## src/rtl/divide_sequencer.sv

```systemverilog
// divide_sequencer: multi-cycle 32-bit integer divider for div/divu/rem/remu.
// One restoring-division step per cycle on operand magnitudes, with the
// signs fixed up on the final step. Divide-by-zero skips the CALC state.
// Ports:
//   clk, rst              clock, asynchronous active-high reset
//   Start                 divide request (held while the instruction decodes)
//   IsSigned, IsRem       signed operation / return remainder instead of quotient
//   Dividend, Divisor     rs1 / rs2 operands
//   Result                registered quotient or remainder, held until next DONE
//   Stall                 combinational pipeline hold
//   Busy                  high while in CALC
//   Done                  one-cycle pulse, Result valid
//   DivByZero             last operation had Divisor == 0
module divide_sequencer (
  input  logic        clk,
  input  logic        rst,
  input  logic        Start,
  input  logic        IsSigned,
  input  logic        IsRem,
  input  logic [31:0] Dividend,
  input  logic [31:0] Divisor,
  output logic [31:0] Result,
  output logic        Stall,
  output logic        Busy,
  output logic        Done,
  output logic        DivByZero
);

  localparam int unsigned W     = 32;
  localparam int unsigned CNT_W = 6;

  typedef enum logic [1:0] {
    IDLE = 2'd0,
    CALC = 2'd1,
    DONE = 2'd2
  } state_t;

  state_t           state_q;
  logic [CNT_W-1:0] cnt_q;
  logic [W:0]       rem_q;       // 33-bit partial remainder
  logic [W-1:0]     quo_q;       // quotient shift register, starts as |Dividend|
  logic [W-1:0]     dvsr_q;      // |Divisor|
  logic             neg_quo_q;
  logic             neg_rem_q;
  logic             sel_rem_q;
  logic [W-1:0]     result_q;
  logic             busy_q;
  logic             done_q;
  logic             dbz_q;

  logic [W-1:0]     dvd_abs;
  logic [W-1:0]     dvs_abs;
  logic [W+1:0]     trial;
  logic [W:0]       rem_d;
  logic [W-1:0]     quo_d;
  logic [W-1:0]     quo_fix;
  logic [W-1:0]     rem_fix;
  logic [W-1:0]     final_d;

  // Operand magnitudes; 0x80000000 maps onto itself as an unsigned value
  always_comb begin
    dvd_abs = Dividend;
    dvs_abs = Divisor;
    if (IsSigned && Dividend[W-1]) dvd_abs = ~Dividend + W'(1);
    if (IsSigned && Divisor[W-1])  dvs_abs = ~Divisor + W'(1);
  end

  // One restoring step: shift in next dividend bit, keep the subtraction if it did not go negative
  always_comb begin
    trial = {rem_q, quo_q[W-1]} - {2'b00, dvsr_q};
    rem_d = {rem_q[W-1:0], quo_q[W-1]};
    quo_d = {quo_q[W-2:0], 1'b0};
    if (!trial[W+1]) begin
      rem_d = trial[W:0];
      quo_d = {quo_q[W-2:0], 1'b1};
    end
    quo_fix = neg_quo_q ? (~quo_d + W'(1)) : quo_d;
    rem_fix = neg_rem_q ? (~rem_d[W-1:0] + W'(1)) : rem_d[W-1:0];
    final_d = sel_rem_q ? rem_fix : quo_fix;
  end

  // Sequencer state, datapath and registered outputs
  always_ff @(posedge clk or posedge rst) begin
    if (rst) begin
      state_q   <= IDLE;
      cnt_q     <= '0;
      rem_q     <= '0;
      quo_q     <= '0;
      dvsr_q    <= '0;
      neg_quo_q <= 1'b0;
      neg_rem_q <= 1'b0;
      sel_rem_q <= 1'b0;
      result_q  <= '0;
      busy_q    <= 1'b0;
      done_q    <= 1'b0;
      dbz_q     <= 1'b0;
    end else begin
      done_q <= 1'b0;
      case (state_q)
        IDLE: begin
          if (Start) begin
            if (Divisor == '0) begin
              result_q <= IsRem ? Dividend : '1;
              dbz_q    <= 1'b1;
              done_q   <= 1'b1;
              state_q  <= DONE;
            end else begin
              rem_q     <= '0;
              quo_q     <= dvd_abs;
              dvsr_q    <= dvs_abs;
              neg_quo_q <= IsSigned & (Dividend[W-1] ^ Divisor[W-1]);
              neg_rem_q <= IsSigned & Dividend[W-1];
              sel_rem_q <= IsRem;
              cnt_q     <= CNT_W'(W);
              busy_q    <= 1'b1;
              state_q   <= CALC;
            end
          end
        end
        CALC: begin
          rem_q <= rem_d;
          quo_q <= quo_d;
          cnt_q <= cnt_q - CNT_W'(1);
          // Counter reaches zero on this step: the 32nd iteration
          if (cnt_q == CNT_W'(1)) begin
            result_q <= final_d;
            dbz_q    <= 1'b0;
            done_q   <= 1'b1;
            busy_q   <= 1'b0;
            state_q  <= DONE;
          end
        end
        DONE: begin
          state_q <= IDLE;
        end
        default: begin
          state_q <= IDLE;
        end
      endcase
    end
  end

  // Stall drops in DONE so the core retires the instruction; forced low during reset
  assign Stall     = ~rst & (((state_q == IDLE) & Start) | (state_q == CALC));
  assign Result    = result_q;
  assign Busy      = busy_q;
  assign Done      = done_q;
  assign DivByZero = dbz_q;

endmodule

```

## config.mk

```make
export PLATFORM = sky130hd
export DESIGN_NAME = divide_sequencer
export DESIGN_NICKNAME = d
export VERILOG_FILES = /design/src/rtl/divide_sequencer.sv
export SDC_FILE = /design/constraint.sdc
export NUM_CORES = 1
export LEC_CHECK = 0
export BUFFER_PORTS_ARGS = -buffer_cell sky130_fd_sc_hd__buf_2
export CORE_ASPECT_RATIO = 1.25
export CORE_MARGIN = 8
export CORE_UTILIZATION = 66
export CTS_CLUSTER_DIAMETER = 100
export DETAILED_ROUTE_END_ITERATION = 10
export PLACE_DENSITY = 0.87
export SYNTH_ARGS = -nofsm -noshare
export SYNTH_HDL_FRONTEND = slang
export SYNTH_SLANG_ARGS = --single-unit
```

## constraint.sdc

```tcl
create_clock -name clk -period 12 [get_ports clk]
set_input_delay 1.8 -clock clk [delete_from_list [all_inputs] [get_ports clk]]
set_output_delay 1.8 -clock clk [all_outputs]
set_load 0.01 [all_outputs]
```

# After elaboration in Yosys (flattened, before gate mapping)
# Index checks and enable logic that the tools add are counted.
[word_totals] register_bits=143 out_inout_bits=36 latchBits=0 rom_bits=0 mem_count=0 ramBits=0
[op_classes] mul=0 muxes=36 bitwise=12 n_reduce_logical=10 div=0 addsub=6 shifts=0 n_eq_ne=6 order_cmp=0
[ops] operator="$mux W32" n=11
[ops] operator="$add A32 B1 Y32 const B" n=4
[ops] operator="$not A32 Y32" n=4
[ops] operator="$pmux W32 S2" n=2
[ops] operator="$mux W33" n=3
[ops] operator="$pmux W33 S2" n=1
[ops] operator="$sub A34 B32 Y34" n=1
[ops] operator="$logic_not A32 Y1" n=1
[ops] operator="$mux W6" n=2
[ops] operator="$pmux W6 S2" n=1
[ops] operator="$mux W1" n=9
[ops] operator="$ne A2 B2 Y1 const B" n=4
[ops] operator="$reduce_and A4 Y1" n=2
[ops] operator="$eq A6 B1 Y1 const B" n=1
[ops] operator="$mux W2" n=3
[ops] operator="$pmux W1 S2" n=3
[ops] operator="$reduce_and A3 Y1" n=2
[ops] operator="$sub A6 B1 Y6 const B" n=1
[ops] operator="$and A1 B1 Y1" n=4
[ops] operator="$pmux W2 S2" n=1
[ops] operator="$eq A2 B1 Y1 const B" n=1
[ops] operator="$logic_and A1 B1 Y1" n=2
[ops] operator="$logic_not A2 Y1" n=1
[ops] operator="$not A1 Y1" n=2
[ops] operator="other kinds (4)" n=4

# Depth between registers and ports, before layout
[logic_depth] word_depth=8 depth_mapped=22 mapped_depth_nobuf=19

# Worst setup path before layout
# Ideal clock, no wire load.
[synth_timing] path_type="input to register" start="input port Divisor[7]" end="register result_q[25], in the netlist Result[25]" setup_slack_ns=7.220 cell_stages=13 arrival_time_ns=4.655 cell_sequence="or4_1 > nor4_2 > nor4b_2 > and3_1 > and3b_1 > a21oi_1 > or3_1 > clkbuf_1 > clkinv_1 > nand2_1 > or3_1 > mux2i_1 > nor3_1"
[synth_between] elab_chain_len=3
[synth_lines] element="start, declared" line_no="21" text="input logic [31:0] Divisor,"
[synth_lines] element="$logic_not A32 Y1" line_no="102" text="if (Divisor == '0) begin"
[synth_lines] element="$ne A2 B2 Y1 (no source line)"
[synth_lines] element="$reduce_and A4 Y1 (no source line)"
[synth_lines] element="end signal, assigned" line_no="103" text="result_q <= IsRem ? Dividend : '1;"
[synth_lines] element="end signal, assigned" line_no="126" text="result_q <= final_d;"
[synth_lines] element="end, declared" line_no="46" text="logic [W-1:0] result_q;"
# No other way between the ends.
# A chain may end at the register's enable or synchronous reset.

# Worst setup path after layout
[layout_timing] start="register rem_q[12]" end="register result_q[26], in the netlist Result[26]"
[layout_between] elab_chain_len=8 word_cells_on_any_way=12 classes_between="add/sub (3); mux (7); bitwise (2)"
[layout_lines] element="start, declared" line_no="40" text="logic [W:0] rem_q;"
[layout_lines] element="start signal, assigned" line_no="121" text="rem_q <= rem_d;"
[layout_lines] element="$sub A34 B32 Y34" line_no="70" text="trial = {rem_q, quo_q[W-1]} - {2'b00, dvsr_q};"
[layout_lines] element="$mux W1 / $mux W33 (equally long branches)" line_no="73" text="if (!trial[W+1]) begin"
[layout_lines] element="$not A32 Y32 (on tied branches)" line_no="77, 78"
[layout_lines] element="$add A32 B1 Y32 (on tied branches)" line_no="77, 78"
[layout_lines] element="$mux W32 (on tied branches)" line_no="77, 78"
[layout_lines] element="$mux W32 *" line_no="79" text="final_d = sel_rem_q ? rem_fix : quo_fix;"
[layout_lines] element="$mux W32 *" line_no="125" text="if (cnt_q == CNT_W'(1)) begin"
[layout_lines] element="$pmux W32 S2 *" line_no="99" text="case (state_q)"
# Every way passes the cells marked *; elsewhere a longest branch is shown, timed or not. The select of a mux whose other input is x is not followed.

==> results_dict.tcl <==
set metrics [dict create \
    path_max_fanout 37 \
    crit_family "compound AO/OA/AOI/OAI gates" \
    dp_slack_ns 5.99 \
    gp_congestion 0.942 \
    cts_resized 0 \
    max_stage_delay_ns 0.69 \
    yosysWarningCount 0 \
    io_buffers 104 \
    crit_chain "ha_1 > nand2_1 > nor4_2 > o2111a_1 > o31ai_2 > a21oi_2 > nor2_4 > inv_2 > nor2_1 > a21oi_1 > ha_1 > inv_1 > a211oi_1 > a211o_1 > nand3_1 > or4_1 > a31oi_1 > o21ai_1" \
    totalWireLength_um 35400 \
    cts.reportedPaths.clkPinSlew_ns 0.06 \
    drtAntennaViolNets 0 \
    cts-root-buf "clkbuf_16" \
    antenna_cells 0 \
    critPathKind "flop to flop" \
    drive_above_1_share_pct 11.5 \
    cts.sinks 143 \
    post-cts-setup-buffer-count 0 \
    cap_violations 0 \
    hold_ws_ns 0.477 \
    worstHoldPathType "flop to flop" \
    fin_nets 1691 \
    start_kind "flop" \
    drc 0 \
    vias 12200 \
    cp_slowest_cell "a21oi_2" \
    grt.overflow.total 0 \
    hold_viol 0 \
    postSynth.asyncResetShare_pct 100 \
    ys_seq_area_share_pct 30.1 \
    area_growth_pct 9.62 \
    avgSynthCellArea_um2 7.73 \
    cts_tree "yes" \
    tightest_slew_ns 1.07 \
    die_area_mm2 0.0226 \
    slew_headroom_pct 28.7 \
    multi_input_comb_area_mm2 0.00773 \
    pin_count 105 \
    ys_seq_elements 143 \
    insertion_delay_ns 0.44 \
    track_usage_pct 30.9 \
    clk_path_buf_depth 2 \
    hpwlAfterDp_um 25700 \
    path_common_cell "ha_1" \
    crit_buf_inv 2 \
    setup_viol 0 \
    drtIter0Drc 1310 \
    drt-wirelength-per-cell_um 19.4 \
    die_width_um 136 \
    synthesis.instances 1539 \
    fin_ws_ns 6.29 \
    placed_cells 1792 \
    synth_area_mm2 0.0119 \
    endpoint_kind "flop" \
    critPathRequiredTime_ns 12.31 \
    die_h_um 166 \
    cts.htree.levels 4 \
    fin_crit_sh_pct 47.6 \
    rsz0062_at_grt "false" \
    syn_nets 1647 \
    numCtsBuffers 17 \
    slew_viol_final 0 \
    grt_max_degree 75 \
    final_common_cell "o21ai_0" \
    fp.coreArea_mm2 0.0179 \
    row_count 55 \
    skew_ns 0.0142 \
    period_needed_ns 5.71 \
    final_cell_mix "o21ai_0 (192), nand2_1 (191), dfrtp_1 (143)" \
    worst_ep_arrival_time_ns 6.01 \
    via_per_inst 6.71 \
    finalNonFillerCells 1824 \
    drt_pass1_iterations 8 \
    ctsHoldBuffers 0 \
    synth_edf_count 0 \
    synthFlopType "dfrtp_1" \
    status "finished clean" \
    yosysUniqueCellTypes 83 \
    antenna_found_initial 0 \
    grt_pass1_vias 11700 \
    grt_pass1_wl_um 57300 \
    fin_setup_tns_ns 0 \
    max_freq_mhz 175 \
    seq_area_mm2 0.00358 \
    fillers 1422 \
    start_util_pct 66.5 \
]
## Yosys cell counts (all sizes together) (6+ instances only)
master  count  share of area (%)
ha         38                4.0
a211o       6               0.44
nor2      122                3.9
o22ai       7               0.37
xor2       61                4.5
nor3       44                1.9
nand4       8               0.42
inv        61                1.9
a21o       16                1.0
o31ai      33                2.1
a22o        8               0.59
and2        8               0.42
a21oi     121                5.2
or3        29                1.5
a31oi      24                1.3
dfrtp     143                 30
o41ai      18                1.7
nand3b      8               0.50
nand2b     14               0.74
o211ai     10               0.63
o21ai     198                8.3
or4        13               0.82
nand2     192                6.1
buf        25                1.1
and3        9               0.47
clkbuf     64                2.0
o221ai      8               0.59
o21a        8               0.50
xnor2      68                5.0
or2         7               0.37
a211oi     22                1.5
a22oi       7               0.44
nand3      27                1.1
nor4       20                1.2
mux2i      28                2.4
## per-layer routing
| metal | global-route usage, % | wire length, um | vias to the layer above |
|---|---|---|---|
| met5 | 0 | 0 | - |
| met4 | 14.3 | 1570 | 0 |
| met3 | 6.08 | 3140 | 149 |
| met2 | 50.1 | 16700 | 719 |
| met1 | 38.6 | 13900 | 5684 |
| li1 | - | - | 5686 |
## cell type report
cell class / count / share of cell area (%)
Timing Repair Buffer: 114 / 4.57
Tap cell: 228 / 2.19
Sequential cell: 143 / 27.4
Inverter: 62 / 1.82
Clock inverter: 8 / 0.777
Clock buffer: 24 / 3.92
Multi-Input combinational cell: 1245 / 59.3
## registers in the layout, indices dropped and copies added, names as in the netlist, 2 cells and up
| signal | flops |
|---|---|
| Result | 32 |
| state_q | 2 |
| quo_q | 32 |
| dvsr_q | 32 |
| cnt_q | 6 |
| rem_q | 33 |
## worst reg2reg max path, delay by kind of cell, from the launching register on
kind            cells  cell delay, ns
compound gates      8            2.36
simple gates        6            1.34
fa+ha+maj           2            0.80
buf+inv             2            0.63
flops               1            0.45
## per-stage QoR
| stage | utilization [%] | instance area [um2] |
|---|---|---|
| after floorplan | - | 11900 |
| after global placement | 69.5 | 12400 |
| after detailed placement | 69.5 | 12400 |
| after CTS | 72.9 | 13000 |
| after global routing | 72.9 | 13000 |
| final | 72.9 | 13000 |
## cell families after synthesis
family	after synthesis	synth area share (%)
xor gates and xnor gates	129	9.50
adders and majority gates	39	4.17
buffers and inverters	151	5.05
AOI/OAI and AO/OA	527	27.8
muxes	30	2.55
DFF	143	30.1
and+or+nand+nor	520	20.9
## final timing paths
check / end / slack (ns) / startpoint / cells past startpoint
worst min-delay path: Result[16]$_DFFE_PP0P_ / 0.48 / Result[16]$_DFFE_PP0P_ / 2
max in group asynchronous: rem_q[25]$_DFFE_PP0P_ / 9.09 / rst / 3
min in group asynchronous: Result[27]$_DFFE_PP0P_ / 1.47 / rst / 2
worst max register to register: Result[26]$_DFFE_PP0P_ / 6.29 / rem_q[12]$_DFFE_PP0P_ / 18
worst min register to register: Result[16]$_DFFE_PP0P_ / 0.48 / Result[16]$_DFFE_PP0P_ / 2
worst max-delay path: Result[26]$_DFFE_PP0P_ / 6.29 / rem_q[12]$_DFFE_PP0P_ / 18
Power is left out: the tool's default activity adds up to more than one toggle a clock period on the data nets, which glitch-free logic cannot reach.
